[config.mk]
export PLATFORM = sky130hd
export DESIGN_NAME = serial_parallel
export DESIGN_NICKNAME = d
export VERILOG_FILES = /design/src/rtl/serial_parallel_pkg.sv /design/src/rtl/sp_out_buffer.sv /design/src/rtl/serial_parallel.sv
export SDC_FILE = /design/constraint.sdc
export NUM_CORES = 1
export LEC_CHECK = 0
export ABC_AREA = 1
export CAP_MARGIN = 20
export CELL_PAD_IN_SITES_DETAIL_PLACEMENT = 2
export CELL_PAD_IN_SITES_GLOBAL_PLACEMENT = 2
export CORE_MARGIN = 2
export CORE_UTILIZATION = 30
export DETAILED_ROUTE_END_ITERATION = 7
export GPL_TIMING_DRIVEN = 0
export PLACE_DENSITY = 0.87
export SLEW_MARGIN = 10
export SYNTH_ARGS = -nofsm -noshare
export SYNTH_HDL_FRONTEND = slang
export SYNTH_HIERARCHICAL = 1
export SYNTH_SLANG_ARGS = --single-unit
[constraint.sdc]
create_clock -name clk -period 2.5 [get_ports clk]
set_input_delay 0.625 -clock clk [delete_from_list [all_inputs] [get_ports clk]]
set_output_delay 0.625 -clock clk [all_outputs]
set_load 0.05 [all_outputs]
[src/rtl/serial_parallel_pkg.sv]
// Shared state encodings for the serial-to-parallel receiver.
package serial_parallel_pkg;

    // Receive side: IDLE means no partial word is held (bit count is zero).
    typedef enum logic {
        RX_IDLE,
        RX_SHIFT
    } rx_state_t;

    // One-entry output holding register.
    typedef enum logic {
        BUF_EMPTY,
        BUF_FULL
    } buf_state_t;

endpackage

[src/rtl/sp_out_buffer.sv]
// One-entry valid/ready holding register for completed words. A word that
// completes while the entry is occupied and not being drained is dropped
// and reported with a single-cycle overrun pulse.
module sp_out_buffer #(
    parameter int WIDTH = 4
) (
    input  logic             clk,
    input  logic             reset,
    input  logic             load_i,
    input  logic [WIDTH-1:0] word_i,
    input  logic             ready_i,
    output logic [WIDTH-1:0] data_o,
    output logic             valid_o,
    output logic             overrun_o
);
    import serial_parallel_pkg::*;

    buf_state_t       state_q, state_d;
    logic [WIDTH-1:0] data_q, data_d;
    logic             overrun_q, overrun_d;

    // Next-state: load when empty, swap on same-cycle drain, otherwise drop.
    always_comb begin
        state_d   = state_q;
        data_d    = data_q;
        overrun_d = 1'b0;
        case (state_q)
            BUF_EMPTY: begin
                if (load_i) begin
                    data_d  = word_i;
                    state_d = BUF_FULL;
                end
            end
            BUF_FULL: begin
                if (ready_i) begin
                    // Old word leaves this cycle; a new one may replace it
                    // without a bubble. data_q is kept when going empty.
                    if (load_i) begin
                        data_d = word_i;
                    end else begin
                        state_d = BUF_EMPTY;
                    end
                end else if (load_i) begin
                    overrun_d = 1'b1;
                end
            end
            default: state_d = BUF_EMPTY;
        endcase
    end

    // State, data and pulse registers; reset clears everything.
    always_ff @(posedge clk or negedge reset) begin
        if (!reset) begin
            state_q   <= BUF_EMPTY;
            data_q    <= '0;
            overrun_q <= 1'b0;
        end else begin
            state_q   <= state_d;
            data_q    <= data_d;
            overrun_q <= overrun_d;
        end
    end

    assign data_o    = data_q;
    assign valid_o   = (state_q == BUF_FULL);
    assign overrun_o = overrun_q;

endmodule

[src/rtl/serial_parallel.sv]
// Serial-to-parallel receiver for the LSB-first serial link. Shifts in one
// qualified bit per clock, hands each completed WIDTH-bit word to a
// one-entry output buffer and flags mid-word gaps as frame errors.
module serial_parallel #(
    parameter int WIDTH        = 4,
    parameter bit ABORT_ON_GAP = 1'b1
) (
    input  logic             clk,
    input  logic             reset,
    input  logic             serial_i,
    input  logic             valid_i,
    output logic [WIDTH-1:0] parallel_o,
    output logic             out_valid_o,
    input  logic             out_ready_i,
    output logic             busy_o,
    output logic             frame_err_o,
    output logic             overrun_o
);
    import serial_parallel_pkg::*;

    localparam int CW = $clog2(WIDTH + 1);

    rx_state_t        state_q, state_d;
    logic [CW-1:0]    cnt_q, cnt_d;
    // Only the upper WIDTH-1 bits of the conceptual shift register are ever
    // read back: the bit that would fall off the bottom is never needed, so
    // it is not stored. The completed word is {serial_i, shreg_q}.
    logic [WIDTH-2:0] shreg_q, shreg_d;
    logic             frame_err_q, frame_err_d;
    logic [WIDTH-1:0] shifted;
    logic             complete;

    // Receive FSM: shift accepted bits, detect completion and gaps.
    always_comb begin
        shifted     = {serial_i, shreg_q};
        complete    = valid_i && (cnt_q == CW'(WIDTH - 1));
        state_d     = state_q;
        cnt_d       = cnt_q;
        shreg_d     = shreg_q;
        frame_err_d = 1'b0;
        case (state_q)
            RX_IDLE: begin
                if (valid_i) begin
                    shreg_d = shifted[WIDTH-1:1];
                    cnt_d   = CW'(1);
                    state_d = RX_SHIFT;
                end
            end
            RX_SHIFT: begin
                if (valid_i) begin
                    shreg_d = shifted[WIDTH-1:1];
                    if (complete) begin
                        cnt_d   = '0;
                        state_d = RX_IDLE;
                    end else begin
                        cnt_d = cnt_q + CW'(1);
                    end
                end else if (ABORT_ON_GAP) begin
                    // Partial word is discarded; stale shreg bits are
                    // overwritten by the next WIDTH accepted bits.
                    cnt_d       = '0;
                    state_d     = RX_IDLE;
                    frame_err_d = 1'b1;
                end
            end
            default: begin
                cnt_d   = '0;
                state_d = RX_IDLE;
            end
        endcase
    end

    // Receive-side registers.
    always_ff @(posedge clk or negedge reset) begin
        if (!reset) begin
            state_q     <= RX_IDLE;
            cnt_q       <= '0;
            shreg_q     <= '0;
            frame_err_q <= 1'b0;
        end else begin
            state_q     <= state_d;
            cnt_q       <= cnt_d;
            shreg_q     <= shreg_d;
            frame_err_q <= frame_err_d;
        end
    end

    sp_out_buffer #(
        .WIDTH(WIDTH)
    ) u_out_buffer (
        .clk      (clk),
        .reset    (reset),
        .load_i   (complete),
        .word_i   (shifted),
        .ready_i  (out_ready_i),
        .data_o   (parallel_o),
        .valid_o  (out_valid_o),
        .overrun_o(overrun_o)
    );

    assign busy_o      = (state_q == RX_SHIFT);
    assign frame_err_o = frame_err_q;

endmodule

==> results summary <==
The total iterations of the first detailed-routing run came out at 1. The number of hold violations in the final report came to 0. The total of fill cells in the finished design is roughly 240.

The simple-gate share of the synthesized area is 26.6%. The setup TNS after final layout came out at 0 ns. By area, the combinational part of the netlist is dominated by simple AND/OR/NAND/NOR gates. The die covers between 0.002 and 0.0025 sq mm. The most common cell in the synthesized netlist is nand2_1. The total number of vias came out at 459. The multi-input combinational cell area came out at 193 sq um.

The standard-cell row count is 16. The logic depth of the worst register-to-register path came out at 6. The area of the mapped netlist came out at about 590 sq um. The buffers plus inverters on the worst setup path came out at 1. TritonCTS created 3 clock buffers. The critical path's largest stage delay came out at between 0.8 and 0.9 ns.

The run finished with clean final reports. The number of enable flip-flop cells after synthesis came out at 0. The data arrival time at the worst-slack endpoint came out at around 1.6 ns.

The post-route clock period utilization is 89.9%. The worst max-slew margin expressed relative to the limit is about 59%. The global routing met1 resource utilization is around 14%.

The clock skew is 0.00439 ns. The most heavily used metal layer in global routing is met2. The number of warnings reported in the yosys synthesis log came out at 6.

Compared with the post-synthesis result, the final layout area differs by 30.4%. The number of violations reported at the end of detailed-routing iteration 0 came out at 0. The maximum root-to-sink buffer count came out at 2. The max-slew violation count came to 0. The leading register cell type out of synthesis is dfrtp_1. The number of remaining DRC errors came out at 0.

The analysis attributes to cell leakage a power of 0.384 nW. The die span in x is 48.5 microns. For this run, the top clock speed supported by timing is 445 MHz. After detailed routing, the total wire length is 1260 microns. The synthesized instance count came out at 62. The highest-delay cell along the critical path is clkdlybuf4s50_1. TritonCTS built the clock tree. The number of port buffers is 11. Summed over its instances, the top area cell type makes up 59.1% of the synthesized netlist area. The fraction of the mapped netlist area in adder cells came out at under 10%.

After detailed routing, the number of vias per cell comes to 4.41. The floorplan core area is 0.00192 sq mm. The tree is rooted in a clkbuf_4. The synthesized-area fraction occupied by xor and xnor cells is 0%. The compound-gate portion of the synthesized area is 3.80%. Summing all placed instances gives a cell area of 737 sq um. In the final layout, flip-flops and latches occupy roughly 350 sq um. The commonest cells after synthesis are 19 x nand2_1, 14 x dfrtp_1, 6 x inv_1, 6 x nand3_1, 3 x nor2_1. In this run the number of H-tree levels came out at 1. For the worst-skew pair, the clock arrives at the later sink with an insertion delay of 0.28 ns. The final net count is 84. The met3 track demand over resource is between 2 and 2.5%. STA classifies the critical path startpoint as a register.

Of the cells placed in the final design, the portion with a size suffix greater than 1 is about a fifth. The multiplexer area fraction after synthesis is 0%. Traced cell by cell, the critical path runs through clkdlybuf4s50_1. The slew at the pin with the worst max-slew slack came out at about 0.62 ns. The register bit total from synthesis is 14.

The number of max-cap violations is 0. The wire length of the first global-routing pass came out at 2280 microns. The number of setup violations in the final report is 0.

The number of hold buffers added after cts came out at 0. The internal power came out at 0.000465 W. The initial antenna violation count came to 0. The switching share of total power is 39.8%. By area the synthesized netlist is led by dfrtp_1 59%, nand2_1 12%, nand3_1 5.1%.

The switching component of the power came out at slightly above 0.0003 W. The number of nets in the synthesized netlist is a little under 70. Sequential cells burn 40.3% of the power.

The post-synthesis average cell area came out at approximately 9.6 sq um. The maximum number of pins on one net before global-route repair came out at 15. The biggest area contributor in the post-synthesis netlist is dfrtp_1.

The ratio of total power to cell area is 999 mW/mm^2. The number of top-level design ports is 13. The count of cells along the worst hold path is 2. The clock net in this run drives a total of 14 sinks. At the end of routability-driven placement, the weighted congestion stood at between 0.6 and 0.7. The detail-routed net length per standard cell is 12.1 microns. The effective utilization at floorplan is a little under a third. The distinct cell type count of the synthesized netlist came out at 15. The type of destination of the critical path is a primary output. The portion of the post-synthesis area used by sequential elements is 59.1%. The logic depth of the worst path, buffers included is 1. By startpoint and endpoint, the worst setup path is classified as reg -> out. The classification of the worst-slack hold path is reg -> reg. The sum of overflow across all layers after global routing is 0. The total setup buffers inserted after CTS came out at 0. The part of the power in combinational logic came out at about 39%. VDD sags by at most 0.000408 V. The critical path required time is between 1.5 and 2 ns. In this run, post-CTS repair resized a total of 0 instances. The vertical die dimension came out at around 48 microns. Setup repair after global routing left no endpoint under its margin. The clock network fraction of total power came out at 20.9%. The clock-pin slew of the registers on the worst-case setup and hold paths came out at 0.09 ns. The async set-reset flop share out of synthesis came out at 100%. Summed over all nets, the half-perimeter wirelength after detailed placement is between 900 and 1000 microns. The worst-path maximum fanout is 6.

The number of global-route vias before repair is around 490. The cell class contributing the biggest share of worst-path delay is buffers and inverters. The number of diodes added for antenna fixing is 0.

For met2 alone, demand over resource in global routing was a little under a quarter. The count of nets left with antenna violations after detail routing came out at 0. Global routing used a little over an eighth of the available tracks. The final cell area excluding filler cells came out at between 700 and 800 sq um. The time the worst path needs with I/O delays and setup is 2.25 ns.
[path summary, 6_finish.rpt]
| path | start | to | slack (ns) |
|---|---|---|---|
| setup / recovery | busy_o | busy_o | 0.25 |
| hold / removal | u_out_buffer/data_o[3] | u_out_buffer/data_o[3] | 0.47 |
| setup reg to reg | cnt_q[0] | u_out_buffer/data_o[0] | 1.12 |
| hold reg to reg | u_out_buffer/data_o[3] | u_out_buffer/data_o[3] | 0.47 |
| max in group asynchronous | reset | frame_err_o | 1.38 |
| min in group asynchronous | reset | u_out_buffer/overrun_o | 0.73 |
[flip-flops by register name, indices dropped and copies added (netlist names)]
register,flops
busy_o,1
cnt_q,3
frame_err_o,1
shreg_q,3
u_out_buffer/data_o,4
u_out_buffer/overrun_o,1
u_out_buffer/valid_o,1
[layout make-up]
| cell class | instances | share of cell area [%] |
|---|---|---|
| Inverter | 9 | 5.02 |
| Buffer | 1 | 1.46 |
| Timing Repair Buffer | 11 | 14.2 |
| Clock buffer | 4 | 4.69 |
| Tap cell | 27 | 4.37 |
| Multi-Input combinational cell | 38 | 24.9 |
| Sequential cell | 14 | 45.3 |
[metrics by stage]
| stage | power, W | utilization [%] | hold WS, ns | cells | worst slack, ns |
|---|---|---|---|---|---|
| 2_1_floorplan | 0.000514 | - | 0.329 | 62 | 1.11 |
| 3_3_place_gp | 0.000609 | 38.3 | 0.455 | 100 | 0.584 |
| 3_5_place_dp | 0.000624 | 38.3 | 0.458 | 100 | 0.561 |
| 4_1_cts | 0.000791 | 40.2 | 0.481 | 104 | 0.228 |
| 5_1_grt | 0.000826 | 40.2 | 0.518 | 104 | 0.186 |
| 6_report | 0.000773 | 40.2 | 0.474 | 104 | 0.252 |
[kinds of logic (layout without fill, tap and decap cells)]
logic type	after synthesis	after routing
flops	14	14
compound gates	3	3
buf+inv	10	25
fa+ha+maj	1	1
simple gates	34	34
[placed cells by master, fill, tap and decap left out, types with 2 or more instances in the layout]
cell,instances
dfrtp_1,14
inv_1,6
nor2_1,3
o21ai_2,2
clkbuf_4,3
inv_2,2
clkdlybuf4s50_1,11
nand2_1,19
nand2_2,2
nand3_2,2
nand3_1,6
[power groups by stage]
stage          clock [W]  combinational (W)  sequential [W]
2_1_floorplan          0          0.0000748        0.000439
3_3_place_gp           0           0.000297        0.000312
3_5_place_dp           0           0.000306        0.000318
4_1_cts         0.000171           0.000307        0.000314
5_1_grt         0.000179           0.000326        0.000321
6_report        0.000162           0.000300        0.000311
[worst reg2reg max path: stages, from the launching register on]
cell and delay, ns:
dfrtp_1 0.40, ha_1 0.22, nand2_1 0.07, nor2_1 0.32, nand2_2 0.14, nand2_1 0.08, nand2_1 0.05
[layer usage]
layer | vias to the layer above | wire, microns | part of all wire, %
met3 | 5 | 58 | 4.6
met5 | - | 0 | 0
met1 | 218 | 476 | 38
met4 | 0 | 31 | 2.5
li1 | 222 | - | -
met2 | 14 | 696 | 55
(Power assumes the default switching activity.)
